File: config.mk
export PLATFORM = sky130hd
export DESIGN_NAME = fft_input_arbiter_flat
export DESIGN_NICKNAME = d
export VERILOG_FILES = /design/src/rtl/fft_pkg.sv /design/src/rtl/fft_input_arbiter_if.sv /design/src/rtl/axis_out_reg.sv /design/src/rtl/fft_input_arbiter.sv /design/src/flat_wrapper.sv
export SDC_FILE = /design/constraint.sdc
export NUM_CORES = 1
export LEC_CHECK = 0
export ABC_AREA = 1
export BUFFER_PORTS_ARGS = -buffer_cell sky130_fd_sc_hd__buf_4
export CORE_MARGIN = 2
export CORE_UTILIZATION = 44
export CTS_CLUSTER_SIZE = 28
export DETAILED_ROUTE_END_ITERATION = 6
export GPL_ROUTABILITY_DRIVEN = 1
export PLACE_DENSITY_LB_ADDON = 0.15
export RECOVER_POWER = 50
export SETUP_SLACK_MARGIN = 0.2
export SLEW_MARGIN = 10
export SYNTH_ARGS = -nofsm -noshare
export SYNTH_HDL_FRONTEND = slang
export SYNTH_SLANG_ARGS = --single-unit
File: constraint.sdc
create_clock -name i_clk -period 1.55 [get_ports i_clk]
set_input_delay 0.2325 -clock i_clk [delete_from_list [all_inputs] [get_ports i_clk]]
set_output_delay 0.2325 -clock i_clk [all_outputs]
set_load 0.02 [all_outputs]
File: src/rtl/fft_pkg.sv
// Shared FFT front-end constants and the input arbiter state encoding.
// Arbiter state values double as the one-hot o_grant code (IDLE = 00).
package fft_pkg;

    localparam int NB_DATA_DEF  = 16;
    localparam int N_POINT_DEF  = 16;
    localparam int NB_COUNT_DEF = 4;

    typedef enum logic [1:0] {
        ST_IDLE   = 2'b00,
        ST_GRANT0 = 2'b01,
        ST_GRANT1 = 2'b10
    } arb_state_t;

endpackage

File: src/rtl/fft_input_arbiter_if.sv
// AXI-Stream bundle used for both arbiter inputs and the FFT-facing output.
// Handshake: a beat transfers on a rising edge where tvalid and tready are both 1;
// the master holds tdata/tlast stable while tvalid=1 and tready=0.
interface fft_input_arbiter_if #(
    parameter int NB_DATA = fft_pkg::NB_DATA_DEF
) ();

    logic               tvalid;
    logic [NB_DATA-1:0] tdata;
    logic               tlast;
    logic               tready;

    modport master (output tvalid, output tdata, output tlast, input tready);
    modport slave  (input tvalid, input tdata, input tlast, output tready);

endinterface

File: src/rtl/axis_out_reg.sv
// Single-entry registered AXI-Stream stage; can take a new beat whenever it is
// empty or its current beat leaves in the same cycle.
module axis_out_reg #(
    parameter int NB_DATA = 16
) (
    input  logic               i_clk,
    input  logic               i_rst_n,
    input  logic               i_load,
    input  logic [NB_DATA-1:0] i_data,
    input  logic               i_last,
    input  logic               i_ready,
    output logic               o_valid,
    output logic [NB_DATA-1:0] o_data,
    output logic               o_last,
    output logic               o_can_load
);

    logic               valid_q;
    logic [NB_DATA-1:0] data_q;
    logic               last_q;

    assign o_can_load = !valid_q || i_ready;
    assign o_valid    = valid_q;
    assign o_data     = data_q;
    assign o_last     = last_q;

    always_ff @(posedge i_clk) begin
        if (!i_rst_n) begin
            valid_q <= 1'b0;
            data_q  <= '0;
            last_q  <= 1'b0;
        end else if (i_load) begin
            valid_q <= 1'b1;
            data_q  <= i_data;
            last_q  <= i_last;
        end else if (i_ready) begin
            valid_q <= 1'b0;
        end
    end

endmodule

File: src/rtl/fft_input_arbiter.sv
// Frame-granular round-robin arbiter in front of the FFT input: one source owns
// exactly N_POINT beats, and output tlast comes from the local beat counter.
module fft_input_arbiter
    import fft_pkg::*;
#(
    parameter int NB_DATA  = NB_DATA_DEF,
    parameter int N_POINT  = N_POINT_DEF,
    parameter int NB_COUNT = NB_COUNT_DEF
) (
    input  logic                       i_clk,
    input  logic                       i_rst_n,
    input  logic                       i_hold,
    fft_input_arbiter_if.slave         s0_axis,
    fft_input_arbiter_if.slave         s1_axis,
    fft_input_arbiter_if.master        m_axis,
    output logic [1:0]                 o_grant,
    output logic                       o_len_err
);

    localparam logic [NB_COUNT-1:0] LAST_BEAT = NB_COUNT'(N_POINT - 1);

    arb_state_t          state_q;
    arb_state_t          state_d;
    logic                last_q;
    logic [NB_COUNT-1:0] cnt_q;
    logic                len_err_q;

    logic                out_can_load;
    logic                acc0;
    logic                acc1;
    logic                accept;
    logic                at_last;
    logic [NB_DATA-1:0]  acc_data;
    logic                acc_tlast_in;

    // Only the owning source sees ready; it mirrors the output stage's room.
    assign s0_axis.tready = (state_q == ST_GRANT0) && out_can_load;
    assign s1_axis.tready = (state_q == ST_GRANT1) && out_can_load;

    assign acc0         = s0_axis.tvalid && s0_axis.tready;
    assign acc1         = s1_axis.tvalid && s1_axis.tready;
    assign accept       = acc0 || acc1;
    assign at_last      = (cnt_q == LAST_BEAT);
    assign acc_data     = (state_q == ST_GRANT1) ? s1_axis.tdata : s0_axis.tdata;
    assign acc_tlast_in = (state_q == ST_GRANT1) ? s1_axis.tlast : s0_axis.tlast;

    always_comb begin
        state_d = state_q;
        case (state_q)
            ST_IDLE: begin
                if (!i_hold) begin
                    // last_q names the previous owner; the other side wins a tie.
                    if (s0_axis.tvalid && s1_axis.tvalid) begin
                        state_d = last_q ? ST_GRANT0 : ST_GRANT1;
                    end else if (s0_axis.tvalid) begin
                        state_d = ST_GRANT0;
                    end else if (s1_axis.tvalid) begin
                        state_d = ST_GRANT1;
                    end
                end
            end
            ST_GRANT0, ST_GRANT1: begin
                if (accept && at_last) begin
                    state_d = ST_IDLE;
                end
            end
            default: state_d = ST_IDLE;
        endcase
    end

    always_ff @(posedge i_clk) begin
        if (!i_rst_n) begin
            state_q   <= ST_IDLE;
            last_q    <= 1'b1;
            cnt_q     <= '0;
            len_err_q <= 1'b0;
        end else begin
            state_q   <= state_d;
            len_err_q <= accept && (acc_tlast_in != at_last);
            if (accept) begin
                cnt_q <= at_last ? '0 : cnt_q + 1'b1;
                if (at_last) begin
                    last_q <= (state_q == ST_GRANT1);
                end
            end
        end
    end

    axis_out_reg #(
        .NB_DATA (NB_DATA)
    ) u_out_reg (
        .i_clk      (i_clk),
        .i_rst_n    (i_rst_n),
        .i_load     (accept),
        .i_data     (acc_data),
        .i_last     (at_last),
        .i_ready    (m_axis.tready),
        .o_valid    (m_axis.tvalid),
        .o_data     (m_axis.tdata),
        .o_last     (m_axis.tlast),
        .o_can_load (out_can_load)
    );

    assign o_grant   = state_q;
    assign o_len_err = len_err_q;

endmodule

File: src/flat_wrapper.sv
// flat-port wrapper written by rule: the top's interface ports become plain ports
module fft_input_arbiter_flat import fft_pkg::*;
#(
    parameter int NB_DATA  = NB_DATA_DEF,
    parameter int N_POINT  = N_POINT_DEF,
    parameter int NB_COUNT = NB_COUNT_DEF
)
  (i_clk, i_rst_n, i_hold, o_grant, o_len_err, s0_axis_tvalid, s0_axis_tdata, s0_axis_tlast, s0_axis_tready, s1_axis_tvalid, s1_axis_tdata, s1_axis_tlast, s1_axis_tready, m_axis_tvalid, m_axis_tdata, m_axis_tlast, m_axis_tready);
  fft_input_arbiter_if #(.NB_DATA(NB_DATA)) s0_axis_i ();
  fft_input_arbiter_if #(.NB_DATA(NB_DATA)) s1_axis_i ();
  fft_input_arbiter_if #(.NB_DATA(NB_DATA)) m_axis_i ();
  input  logic i_clk;
  input  logic i_rst_n;
  input  logic i_hold;
  output logic [1:0] o_grant;
  output logic o_len_err;
  input wire logic [$bits(s0_axis_i.tvalid)-1:0] s0_axis_tvalid;
  input wire logic [$bits(s0_axis_i.tdata)-1:0] s0_axis_tdata;
  input wire logic [$bits(s0_axis_i.tlast)-1:0] s0_axis_tlast;
  output wire logic [$bits(s0_axis_i.tready)-1:0] s0_axis_tready;
  input wire logic [$bits(s1_axis_i.tvalid)-1:0] s1_axis_tvalid;
  input wire logic [$bits(s1_axis_i.tdata)-1:0] s1_axis_tdata;
  input wire logic [$bits(s1_axis_i.tlast)-1:0] s1_axis_tlast;
  output wire logic [$bits(s1_axis_i.tready)-1:0] s1_axis_tready;
  output wire logic [$bits(m_axis_i.tvalid)-1:0] m_axis_tvalid;
  output wire logic [$bits(m_axis_i.tdata)-1:0] m_axis_tdata;
  output wire logic [$bits(m_axis_i.tlast)-1:0] m_axis_tlast;
  input wire logic [$bits(m_axis_i.tready)-1:0] m_axis_tready;
  assign s0_axis_i.tvalid = s0_axis_tvalid;
  assign s0_axis_i.tdata = s0_axis_tdata;
  assign s0_axis_i.tlast = s0_axis_tlast;
  assign s0_axis_tready = s0_axis_i.tready;
  assign s1_axis_i.tvalid = s1_axis_tvalid;
  assign s1_axis_i.tdata = s1_axis_tdata;
  assign s1_axis_i.tlast = s1_axis_tlast;
  assign s1_axis_tready = s1_axis_i.tready;
  assign m_axis_tvalid = m_axis_i.tvalid;
  assign m_axis_tdata = m_axis_i.tdata;
  assign m_axis_tlast = m_axis_i.tlast;
  assign m_axis_i.tready = m_axis_tready;
  fft_input_arbiter #(.NB_DATA(NB_DATA), .N_POINT(N_POINT), .NB_COUNT(NB_COUNT)) u_core (.i_clk(i_clk), .i_rst_n(i_rst_n), .i_hold(i_hold), .s0_axis(s0_axis_i), .s1_axis(s1_axis_i), .m_axis(m_axis_i), .o_grant(o_grant), .o_len_err(o_len_err));
endmodule
Word-level counts from Yosys, hierarchy flattened

Cells that the tools add are included.

Add/sub/neg operators: 1
Equal/unequal tests: 7
Multiplexer cells: 12
Reduce and logical (&&, ||, !) cells: 15

Operators with widths:

| cell                                           | count |
|---|---|
| two-way mux 16 bit                             | 1 |
| two-way mux 2 bit                              | 6 |
| logical AND 1 bit                              | 7 |
| adder 4 x 1 -> 4 bit (second input constant)   | 1 |
| == test 4 bit (second input constant)          | 1 |
| two-way mux 4 bit                              | 1 |
| != test 4 x 3 -> 1 bit (second input constant) | 1 |
| case mux 2 bit (2 select lines)                | 1 |
| two-way mux 1 bit                              | 3 |
| AND reduction 3 bit                            | 1 |
| == test 2 x 1 -> 1 bit (second input constant) | 1 |
| == test 2 bit (second input constant)          | 1 |
| zero test 2 bit                                | 1 |
| logical OR 1 bit                               | 2 |
| != test 2 x 1 -> 1 bit (second input constant) | 1 |
| != test 2 bit (second input constant)          | 1 |
| AND reduction 2 bit                            | 1 |
| nonzero test 2 bit                             | 1 |
| OR reduction 2 bit                             | 1 |
| zero test 1 bit                                | 1 |
| != test 1 bit                                  | 1 |

Flip-flop bits (word level): 26
Output and inout bits: 23
Word-level logic and storage cells: 42

Logic depth before layout (Yosys ltp)

Word-level depth: 8
Gate-level depth with buffers: 10
Gate-level depth less buffers: 9

Cells and area by module

A second synthesis with hierarchy kept.

Cell total of the unflattened synthesis: 164
Area total of the unflattened synthesis: 1337.5 µm²

Modules (own cells, without submodules):

| module            | instances | cells each | area an instance (µm²) | seq. area each (µm²) |
|---|---|---|---|---|
| fft_input_arbiter | 1         | 86         | 678.2                  | 160.2 |
| axis_out_reg      | 1         | 78         | 659.4                  | 360.3 |

Least setup slack after synthesis

OpenSTA, ideal clock, no wires.

Path type: reg2reg
From: register u_core.state_q[0], in the netlist u_core.o_grant[0]
To: register u_core.cnt_q[3]
Arrival: 1448 ps
Data required time: 1434 ps
Setup slack: -14 ps
Cell stages (with the launch flop): 10
Path buffers: 3
Clock period less this slack: 1564 ps
Cell sequence: dfxtp_1 -> inv_1 -> ha_1 -> buf_6 -> nand3_2 -> nand2_2 -> buf_6 -> buf_6 -> a21oi_1 -> nor3_2

Word-level cells in the longest chain between the ends: 4
Elaborated cells on any way between the ends: 7
Classes of those cells: 2 x eq/ne; 5 x reduce/logical

Ends and longest elaborated chain:

| element                                                 | RTL line                                         | text |
|---|---|---|
| start, declared                                         | fft_input_arbiter.sv:22                          | `arb_state_t state_q;` |
| start signal, assigned                                  | fft_input_arbiter.sv:78                          | `state_q <= state_d;` |
| == test 2 x 1 -> 1 bit or == test 2 bit (tied branches) | fft_input_arbiter.sv:37, fft_input_arbiter.sv:38 |  |
| logical AND 1 bit, on equally long branches             | fft_input_arbiter.sv:37, fft_input_arbiter.sv:38 |  |
| logical AND 1 bit, on equally long branches             | fft_input_arbiter.sv:40, fft_input_arbiter.sv:41 |  |
| logical OR 1 bit (*)                                    | fft_input_arbiter.sv:42                          | `assign accept = acc0 \|\| acc1;` |
| end signal, assigned                                    | fft_input_arbiter.sv:81                          | `cnt_q <= at_last ? '0 : cnt_q + 1'b1;` |
| end, declared                                           | fft_input_arbiter.sv:25                          | `logic [NB_COUNT-1:0] cnt_q;` |

Every way passes the cells marked *; elsewhere a longest branch is shown, timed or not.
A chain may end at the register's enable or synchronous reset.

Worst setup path in the final report

From: register u_core.state_q[0], in the netlist u_core.o_grant[0]
To: output port s1_axis_tready

Word-level cells in the longest chain between the ends: 2

Ends and longest elaborated chain:

| element           | RTL line                | text |
|---|---|---|
| == test 2 bit     | fft_input_arbiter.sv:38 | `assign s1_axis.tready = (state_q == ST_GRANT1) && out_can_load;` |
| logical AND 1 bit | fft_input_arbiter.sv:38 |  |
| end, declared     | flat_wrapper.sv:24      | `output wire logic [$bits(s1_axis_i.tready)-1:0] s1_axis_tready;` |

Every way passes these cells.

==> parameters.txt <==
Parameter                              Value

Placement
  Setup slack after placement    0.0906 ns
  Placer Congestion    0.798
  DPL Wire Length    2300 um
  Count of buffers inserted at the top-level ports    62

Critical path
  Endpoint required time on the critical path    1.32 ns
  WP buf/inv    3
  Worst setup EP type    output pin
  Highest cell delay on the worst timing path    0.40 ns
  Reg2reg path depth    9
  Startpoint of the most critical register-to-register path    u_core.o_grant[1]
  CP arrival    1.17 ns
  Worst setup path class    flop to output pin
  Worst Path Max Fanout    3
  Critical path, cell by cell    inv_4 > ha_4 > inv_6 > nor2_4 > buf_6
  Launching element type of the critical path    flop
  Worst flop-to-flop path endpoint    u_core.o_grant[0]
  Reg-to-reg setup timing slack    0.16 ns
  Family with the most delay on the worst path    flip-flops
  Cell type of the slowest stage on the worst timing path    dfxtp_4

Timing
  Final setup slack of the worst path    0.150 ns
  Shortest period the worst path allows    1.40 ns
  Final Slew Violations    0
  Worst relative slew slack    72.8%
  RSZ-0062 raised after global routing    yes
  Count of endpoints failing setup in the final report    0
  Worst-margin pin slew    0.404 ns
  Part of the cycle the worst path needs    90.3%
  Setup total negative slack    0 ns
  Post-route clock skew    0.00232 ns
  Total count of hold-check failures in the final report    0
  Maximum clock frequency    714 MHz

Logic synthesis
  Synth Instances    165
  Synthesized net count    209
  Part of the Yosys area used for sequential elements    42.1%
  Main combinational cell family by area after synthesis    compound AO/OA/AOI/OAI gates
  Xor and xnor area share after synthesis    0%
  Share of the synthesized area in compound gates (AO/OA/AOI/OAI)    22.0%
  Post-synth cell types    25
  Synthesized area per cell    7.48 um2
  Post-synthesis mux area share    0%
  Register bit total from synthesis    26
  Warnings, synthesis    0
  Post-synth design cell area    1230 um2
  Synthesized-area fraction occupied by and/or/nand/nor cells    21.8%
  Post-synthesis share of cell area spent on full adders, half adders and majority gates    4.05%

Power and ir drop
  Worst supply voltage drop on vdd    1090 uV
  Leakage    0.852 nW
  Power density over cell area    1610 nW/um2

GRT
  Number of antenna violations at the first check in global routing    0
  Global-route usage over all layers    20.4%
  Congestion Overflow GR    0
  Pin count of the biggest net entering global routing    28
  Global-route wire length before repair    5340 um
  Vias in the first global route    1301

Finish
  Area added between synthesis and finish    50.8%
  Area taken by flip-flops and latches    529 um2
  FILL cells    253
  Leading cell types in the layout, fill and taps excluded    49 x buf_4, 44 x nand2_1, 23 x dfxtp_1
  Fin nets    279
  Combined area of the multi-input logic cells    652 um2
  Most common cell after layout, fill and taps aside    buf_4
  Inserted Diodes    0
  Share of layout cells above drive strength 1    35.5%

Floorplan
  Number of top-level pins    63
  Row cnt    19
  Height of the die    57.0 um
  Area of the die    3250 um2
  Core ar.    2710 um2
  Initial Util    45.6%
  Die boundary width    57.0 um

Detailed routing
  Total number of vias    1364
  DRT Pass-1 Iters    5
  Final routed DRC violation total    0
  Remaining antenna violation count    0
  Vias per Instance    5.15
  Number of DRC violations after detailed-routing iteration 0    35
  Avg WL per Cell    12.7 um
  Final wirelength    3360 um

Clock tree
  Clock sink count    26
  Root buffer cell    clkbuf_4
  Clock-pin slew on the worst setup and hold paths    0.15 ns
  Maximum count of clock buffers along a single path    2
  CTS tree    done
  Clock H-tree levels    1
  TritonCTS buffer count    3
  Clock latency at the later pin of the worst-skew pair    0.32 ns

Min path
  Start point of the worst hold path    s0_axis_tdata[9]
  Kind of path behind the tightest hold check    input pin to flop
  Number of stages on the worst hold path    3
  End of the worst hold path    u_core.u_out_reg.o_data[9]

Run status
  Result of the run    completed

Run
  Number of max-capacitance violations reported    0
cells by family after synthesis:
kind of cell | Yosys count
AO/OA/AOI/OAI | 46
AND/OR/NAND/NOR | 64
flip-flops | 26
adder cells (fa/ha/maj) | 4
buffers and inverters | 25
worst reg2reg max path: cells and delay by family (launching register included):
kind,cells,cell delay [ns]
and+or+nand+nor,7,0.71
buffers and inverters,1,0.06
DFF,1,0.39
adders and majority gates,1,0.14
how the worst max path moves through the flow:
| stage | cells past startpoint | end | start |
|---|---|---|---|
| final | 5 | s1_axis_tready | u_core.o_grant[0] |
| after global routing | 5 | s1_axis_tready | u_core.o_grant[0] |
| after CTS | 5 | s1_axis_tready | u_core.o_grant[0] |
| after detailed placement | 8 | u_core.cnt_q[2] | u_core.o_grant[0] |
| after global placement | 8 | u_core.cnt_q[1] | u_core.o_grant[0] |
| after floorplan | 9 | u_core.u_out_reg.o_data[8] | u_core.o_grant[0] |
registers in the layout, summed over array words and instances (netlist names):
name                      flops
u_core.last_q                 1
u_core.u_out_reg.o_data      16
u_core.u_out_reg.o_last       1
u_core.cnt_q                  4
u_core.u_out_reg.o_valid      1
u_core.o_len_err              1
u_core.o_grant                2
metal layers:
metal  GRT usage [%]  routed length [um]  vias to the layer above  share of wire [%]
met1            24.2                1340                      618                 40
met2            37.1                1780                       53                 53
met4            5.98                  31                        0               0.92
li1                -                   -                      689                  -
met5               0                   0                        -                  0
met3            3.85                 213                        4                6.3
metrics by stage:
step | utilization, % | total power (W) | hold slack, ns | instances | area [um2]
5_1_grt | 68.7 | 0.00320 | 0.149 | 265 | 1860
6_report | 68.7 | 0.00300 | 0.154 | 265 | 1860
3_3_place_gp | 64.1 | 0.00237 | 0.461 | 253 | 1740
2_1_floorplan | - | 0.00193 | 0.365 | 165 | 1270
3_5_place_dp | 64.1 | 0.00242 | 0.473 | 253 | 1740
4_1_cts | 68.7 | 0.00296 | 0.155 | 263 | 1860
synth_stat cells:
cell type   n  area (um2)
nor3_2      1        10.0
buf_2       3        15.0
a31oi_2     1        12.5
buf_4       1        7.51
inv_2       2        7.51
nor2_1      6        22.5
a31oi_1    15        93.8
o21ai_2     1        8.76
o211ai_1    1        7.51
nand3_1     4        20.0
o21ai_0    19        95.1
inv_1      14        52.6
ha_1        4        50.1
a211oi_1    1        7.51
nand2_2     2        12.5
a21boi_0    1        7.51
clkbuf_1    2        7.51
a21oi_1     6        30.0
a21oi_2     1        8.76
dfxtp_1    26         521
nand2_1    46         173
nor3_1      3        15.0
nand3_2     1        10.0
nand2b_1    1        6.26
buf_6       3        33.8
power by group:
part | internal, W | leakage [nW] | total, W | switching (W)
combinational | 0.000704 | 0.617 | 0.00166 | 0.000960
sequential | 0.000859 | 0.214 | 0.000978 | 0.000118
clock | 0.000144 | 0.0210 | 0.000357 | 0.000213
total | 0.00171 | 0.852 | 0.00300 | 0.00129
layout make-up:
class / count / area share, %
well taps: 31 / 2.08
inverters: 16 / 3.90
flip-flops and latches: 26 / 28.4
multi-input cells: 114 / 35.0
repair buffers: 74 / 28.6
clock buffers: 4 / 1.95
repair_timing:
| item | CTS | global route |
|---|---|---|
| endpoints found under the setup margin | 22 | 26 |
| hold buffers | 0 | 0 |
| endpoints found under the hold margin | 0 | 0 |
| pin swaps | 4 | 1 |
| buffers inserted | 6 | 1 |
| gates cloned | 0 | 1 |
| gates resized for setup | 14 | 16 |
No activity file was read; power rests on OpenSTA's default activity.
